<file path="config.mk">
export PLATFORM = sky130hd
export DESIGN_NAME = mem_wb_stage
export DESIGN_NICKNAME = d
export VERILOG_FILES = /design/src/rtl/pipe_pkg.sv /design/src/rtl/dmem_handshake.sv /design/src/rtl/mem_wb_stage.sv
export SDC_FILE = /design/constraint.sdc
export NUM_CORES = 1
export LEC_CHECK = 0
export BUFFER_PORTS_ARGS = -buffer_cell sky130_fd_sc_hd__buf_2
export CORE_AREA = 3 3 122 124
export CTS_CLUSTER_SIZE = 14
export DETAILED_ROUTE_END_ITERATION = 10
export DIE_AREA = 0 0 125 127
export PLACE_DENSITY = 0.82
export SETUP_SLACK_MARGIN = 0.15
export SLEW_MARGIN = 15
export SYNTH_ARGS = -nofsm -noshare
export SYNTH_HDL_FRONTEND = slang
export SYNTH_SLANG_ARGS = --single-unit
export TNS_END_PERCENT = 30
</file>
<file path="constraint.sdc">
create_clock -name CLK -period 2.3 [get_ports CLK]
set_clock_uncertainty 0.2 [all_clocks]
set_input_delay 0.115 -clock CLK [delete_from_list [all_inputs] [get_ports CLK]]
set_output_delay 0.115 -clock CLK [all_outputs]
set_load 0.02 [all_outputs]
</file>
<file path="src/rtl/pipe_pkg.sv">
// pipe_pkg: shared state encoding, width defaults and MEM/WB bubble for the memory stage
package pipe_pkg;
  localparam int DW_DEF = 32;
  localparam int RW_DEF = 5;
  typedef enum logic {IDLE = 1'b0, WAIT = 1'b1} state_t;
  typedef struct packed {
    logic regwr;
    logic memtoreg;
  } wb_ctrl_t;
  localparam wb_ctrl_t BUBBLE = '{regwr: 1'b0, memtoreg: 1'b0};
endpackage

</file>
<file path="src/rtl/dmem_handshake.sv">
// dmem_handshake: req/ack data-memory FSM with timeout counter and registered request lines
module dmem_handshake
  import pipe_pkg::*;
#(
  parameter int DW      = DW_DEF,
  parameter int TIMEOUT = 16
) (
  input  logic          CLK,
  input  logic          Resetn,
  input  logic          mem_op,
  input  logic          we,
  input  logic [DW-1:0] addr,
  input  logic [DW-1:0] wdata,
  input  logic [DW-1:0] dmem_rdata,
  input  logic          dmem_ack,
  output logic          stall,
  output logic          done,
  output logic [DW-1:0] rdata,
  output logic          err_timeout,
  output logic          dmem_req,
  output logic          dmem_we,
  output logic [DW-1:0] dmem_addr,
  output logic [DW-1:0] dmem_wdata
);
  localparam int CW = $clog2(TIMEOUT);
  state_t state;
  logic [CW-1:0] cnt;
  logic start, expire;
  assign start  = state == IDLE && mem_op && addr[1:0] == 2'b00;
  assign done   = state == WAIT && dmem_ack;
  assign expire = state == WAIT && !dmem_ack && cnt == CW'(TIMEOUT - 1);
  // the ack cycle and the abandoning cycle both let upstream advance
  assign stall  = start || (state == WAIT && !dmem_ack && !expire);
  assign rdata  = dmem_rdata;
  // issue on an aligned request, hold lines while waiting, drop on ack or timeout
  always_ff @(negedge CLK or negedge Resetn)
    if (!Resetn) begin
      state       <= IDLE;
      cnt         <= '0;
      dmem_req    <= 1'b0;
      dmem_we     <= 1'b0;
      dmem_addr   <= '0;
      dmem_wdata  <= '0;
      err_timeout <= 1'b0;
    end else if (start) begin
      state      <= WAIT;
      cnt        <= '0;
      dmem_req   <= 1'b1;
      dmem_we    <= we;
      dmem_addr  <= addr;
      dmem_wdata <= wdata;
    end else if (done || expire) begin
      state    <= IDLE;
      dmem_req <= 1'b0;
      if (expire) err_timeout <= 1'b1;
    end else if (state == WAIT) begin
      cnt <= cnt + 1'b1;
    end
endmodule

</file>
<file path="src/rtl/mem_wb_stage.sv">
// mem_wb_stage: memory-access stage with data-memory handshake, PC select and MEM/WB register
module mem_wb_stage
  import pipe_pkg::*;
#(
  parameter int DW      = DW_DEF,
  parameter int RW      = RW_DEF,
  parameter int TIMEOUT = 16
) (
  input  logic          CLK,
  input  logic          Resetn,
  input  logic          MemWr,
  input  logic          MemtoReg,
  input  logic          Regwr,
  input  logic          Branch,
  input  logic          Jump,
  input  logic          zero,
  input  logic [DW-1:0] Target,
  input  logic [DW-1:0] ALUout,
  input  logic [DW-1:0] busB,
  input  logic [RW-1:0] Rd,
  output logic          PCsrc,
  output logic [DW-1:0] PC_target,
  output logic          stall,
  output logic          dmem_req,
  output logic          dmem_we,
  output logic [DW-1:0] dmem_addr,
  output logic [DW-1:0] dmem_wdata,
  input  logic [DW-1:0] dmem_rdata,
  input  logic          dmem_ack,
  output logic          Regwr_wb,
  output logic          MemtoReg_wb,
  output logic [DW-1:0] ALUout_wb,
  output logic [DW-1:0] MemData_wb,
  output logic [RW-1:0] Rd_wb,
  output logic          err_align,
  output logic          err_timeout
);
  logic mem_op, done, keep;
  logic [DW-1:0] rdata;
  wb_ctrl_t ctrl_nxt;
  assign mem_op    = MemWr | MemtoReg;
  assign keep      = done || !mem_op;
  assign PCsrc     = Jump | (Branch & zero);
  assign PC_target = Target;
  dmem_handshake #(.DW(DW), .TIMEOUT(TIMEOUT)) u_hs (
    .CLK        (CLK),
    .Resetn     (Resetn),
    .mem_op     (mem_op),
    .we         (MemWr),
    .addr       (ALUout),
    .wdata      (busB),
    .dmem_rdata (dmem_rdata),
    .dmem_ack   (dmem_ack),
    .stall      (stall),
    .done       (done),
    .rdata      (rdata),
    .err_timeout(err_timeout),
    .dmem_req   (dmem_req),
    .dmem_we    (dmem_we),
    .dmem_addr  (dmem_addr),
    .dmem_wdata (dmem_wdata)
  );
  // completed accesses and non-memory ops write back; a store never writes the register file
  always_comb ctrl_nxt = done    ? wb_ctrl_t'{regwr: Regwr & ~MemWr, memtoreg: MemtoReg}
                       : !mem_op ? wb_ctrl_t'{regwr: Regwr, memtoreg: MemtoReg}
                       : BUBBLE;
  // MEM/WB register; anything stalled, misaligned or abandoned becomes a zeroed bubble
  always_ff @(negedge CLK or negedge Resetn)
    if (!Resetn) begin
      Regwr_wb    <= 1'b0;
      MemtoReg_wb <= 1'b0;
      ALUout_wb   <= '0;
      MemData_wb  <= '0;
      Rd_wb       <= '0;
      err_align   <= 1'b0;
    end else begin
      Regwr_wb    <= ctrl_nxt.regwr;
      MemtoReg_wb <= ctrl_nxt.memtoreg;
      ALUout_wb   <= keep ? ALUout : '0;
      MemData_wb  <= (done && !MemWr) ? rdata : '0;
      Rd_wb       <= keep ? Rd : '0;
      err_align   <= mem_op && ALUout[1:0] != 2'b00;
    end
endmodule
</file>
---- Word level (Yosys, flattened, before mapping) ----
Index checks and enable logic that the tools add are counted.
cells by class
  $add $sub $neg .......................... 1
  reduce and logical (&&, ||, !) cells .... 21
  muxes and demuxes ....................... 10
  eq/ne operators ......................... 2
  bitwise operators ....................... 7
operators with widths
  cell                 count
  $mux 32              2
  $mux 4               3
  $logic_and 1x1->1    8
  $reduce_bool 2->1    3
  $mux 5               1
  $add 4x1->4 const B  1
  $eq 4x4->1 const B   1
  $logic_not 1->1      4
  $mux 2               2
  $logic_or 1x1->1     3
  $not 1->1            3
  $reduce_and 3->1     1
  $and 1x1->1          2
  $logic_not 2->1      1
  $mux 1               2
  $ne 2x1->1 const B   1
  $or 1x1->1           2
  $reduce_and 2->1     1
storage, ports and cells
  bits of input ports ..................... 142
  bits in registers ....................... 143
  output and inout bits ................... 173

---- Logic depth before layout (Yosys ltp) ----
  word-level depth ........................ 6
  depth in mapped cells ................... 5
  gate-level depth less buffers ........... 4

---- Cells and area by module ----
From an unflattened synthesis, not the netlist that was laid out.
unflattened totals
  cells, all modules ...................... 519
  area, all modules ....................... 5661.7 um^2
modules (own cells, without submodules)
  module          area each (um^2)  instances  cells an instance  seq. area each (um^2)
  dmem_handshake  3036.7            1          332                1776.7
  mem_wb_stage    2625.0            1          187                1801.7

==> metrics.cfg <==
[synth]
synth.distinct_cells = 30
synth_fa_ha_area_frac = 0.002326
syn_avg_cell_area_um2 = 15.19
synth_xor_area_frac = 0
yosys.area_share.simple = 0.1063
synth_compound_area_frac = 0.01163
synthArstFlopShare = 1.000
synth_top_family_by_area = multiplexers
ys_warn_count = 0
ys_seq_elements = 143
syn-num-nets = 497
synth-main-ff-cell = dfrtn_1
seq_area_frac_synth = 0.6653
synthMuxAreaShare = 0.1512
synthCells = 354
synth_edf_count = 0
syn_area_mm2 = 0.005379

[cells_and_area]
finalInstanceArea_mm2 = 0.008882
multiInputGateArea_mm2 = 0.001618
regArea_mm2 = 0.003578
final_cells = 840
antenna_cells = 0
syn_to_final_growth_pct = 65.13
fillCellCount = 983
nNetsFinal = 790
drive_gt1_frac = 0.6424
fin_util = 0.6399

[route]
via_count = 3868
totalWireLength_mm = 16.64
antenna_left = 0
wl_per_cell_um = 19.81
firstDrtPassIters = 4
drt-initial-drc-count = 207
drc = 0
viasPerCell = 4.605

[die]
die-area_mm2 = 0.01588
initial_utilization = 0.3875
die_h_um = 127
coreArea_mm2 = 0.01388
io_pins = 315
placementRows = 43
chipWidth_um = 125

[clock_tree]
cts.clk_slew.worst_paths_ns = 0.04
clockBufferDepth = 2
postCtsHoldBufs = 0
htreeDepth = 4
cts_num_sinks = 143
cts_buffers = 17
root_buffer = clkbuf_16
clock_latency_ns = 0.39
cts_tree = done

[min_path]
worstHoldPathType = in -> out
hold_depth = 0

[power_and_ir_drop]
p_int_mw = 5.823
peakVddDrop_mv = 0.5561
power_density_mw_per_mm2 = 919.8
combinationalPowerShare = 0.274
leakagePower_nw = 4.597
p_seq_frac = 0.386
finalPower_mw = 8.170
pwr-share-clk = 0.340
switchingPower_mw = 2.347
netSwitchingFraction = 0.2873

[sta]
rsz0062_at_grt = yes
worst_slew_margin_rel = 0.6185
worst-slew-pin-transition_ns = 0.5709
fin_setup_tns_ns = -29.78
hold_violations = 0
worst_slack_ns = -0.7215
maxSlewViolCount = 0
setup_viol = 206
whs_ns = 0.03001

[global_route]
antenna_found_initial = 1
grt_overflow_total = 0
grt_pass1_vias = 4442
grt_usage = 0.2070
grt_pass1_wl_mm = 25.29
grt_max_degree = 36

[run]
drv_cap = 0

[critical_path]
crit_slowest_cell = or4_4
worstPathBufferInverterCount = 2
crit_chain = or4_4 -> buf_12 -> nand2_4 -> buf_6
worst_ep_required_time_ns = 1.99
setup.worst_path.class = reg -> out
crit_path_end_kind = output pin
ff2ff_setup_slack_ns = 0.07
path_max_fanout = 2
rr_endpoint = u_hs.dmem_wdata[20]$_DFFE_NN0P_
cpPeakStageDelay_ns = 0.51
cp-startpoint = u_hs.dmem_req$_DFFE_NN0P_
cp-start-kind = flop
cp.arrival_ns = 2.71
r2r_start = u_hs.dmem_req$_DFFE_NN0P_
cpLargestDelayFamily = simple AND/OR/NAND/NOR gates
worst-path-stages = 4
crit_end = stall
reg2regPathDepth = 9

[place]
post-dp-hpwl_mm = 10.34
place.gp.congestion = 0.8063
dp.cells = 766
io_buffer_count = 250
post-place-ws_ns = -0.5483
placedInstanceArea_mm2 = 0.006815

[run_status]
status = complete, but fails checks
violations = setup timing

[sequential cells by signal (all words and copies together) (netlist names)]
name              flops
Regwr_wb              1
u_hs.dmem_wdata      32
u_hs.cnt              4
u_hs.dmem_addr       32
MemData_wb           32
u_hs.dmem_we          1
u_hs.err_timeout      1
Rd_wb                 5
ALUout_wb            32
u_hs.dmem_req         1
MemtoReg_wb           1
err_align             1
[synth_stat cells (2+ instances only)]
library cell	count	share of area
a21oi_1	2	0.0019
and2_1	71	0.083
and3_1	3	0.0035
buf_12	2	0.0074
buf_2	3	0.0028
buf_4	32	0.045
buf_6	2	0.0042
clkbuf_1	6	0.0042
dfrtn_1	143	0.67
mux2_2	38	0.080
mux2_4	25	0.070
nand2_1	4	0.0028
nand3_1	2	0.0019
nor2_1	4	0.0028
nor3_1	2	0.0019
[area by class of cell]
| type | count | area share |
|---|---|---|
| sequential | 143 | 0.4029 |
| tap | 180 | 0.02536 |
| multi-input combinational | 166 | 0.1821 |
| clock inverter | 15 | 0.01930 |
| clock buffer | 17 | 0.04789 |
| timing repair buffer | 319 | 0.3224 |
[layer usage]
metal | wire, µm | track usage | up-vias
met5 | 13 | 0 | -
met4 | 386 | 0.07015 | 2
met3 | 1203 | 0.07860 | 55
met2 | 9011 | 0.3698 | 161
met1 | 6026 | 0.2273 | 1926
li1 | - | - | 1724
[power by group through the flow]
stage | Clock (mW) | Sequential, mW | Combinational, mW
after floorplan | 0 | 3.50 | 0.530
after detailed placement | 0 | 3.10 | 1.52
after global placement | 0 | 3.09 | 1.48
after CTS | 2.81 | 3.14 | 2.14
after global routing | 2.97 | 3.19 | 2.35
final | 2.78 | 3.15 | 2.24
[logic make-up after synthesis]
kind of cell               count (synthesis)
AOI/OAI and AO/OA                          9
buffers and inverters                     45
adders and majority gates                  1
and+or+nand+nor                           92
muxes                                     64
DFF                                      143
[cell usage in the layout (no fill, tap or decap), drive strengths merged, types with 2 or more instances in the layout]
master    instances
nand2             4
mux2             63
nor2              4
inv               7
and2             71
and3              3
o21ai             2
buf             317
dfrtn           143
bufinv            2
clkinvlp          6
nand3             2
a21oi             2
nor3              2
clkbuf           19
[worst register-to-register path, cell delays in order, from the launching register on]
cell and delay, ns:
dfrtn_1 0.35, buf_4 0.14, buf_6 0.11, buf_6 0.11, buf_4 0.15, nor4_4 0.31, buf_6 0.17, buf_12 0.10
buf_12 0.13, mux2_4 0.31
[worst min-delay path by stage]
stage / from / endpoint / slack [ns]
2_1_floorplan: Target[0] / PC_target[0] / 0.14
3_3_place_gp: Target[10] / PC_target[10] / 0.03
3_5_place_dp: Target[10] / PC_target[10] / 0.03
4_1_cts: Target[10] / PC_target[10] / 0.03
5_1_grt: Target[28] / PC_target[28] / 0.03
6_report: Target[13] / PC_target[13] / 0.03
[repair_timing]
| action | in CTS | in global routing |
|---|---|---|
| buffers inserted | 29 | 8 |
| setup endpoints to repair | 239 | 209 |
| pin swaps | 3 | 2 |
| resized for setup | 313 | 17 |
| cloned | 2 | 3 |
No activity file was read; power rests on OpenSTA's default activity.
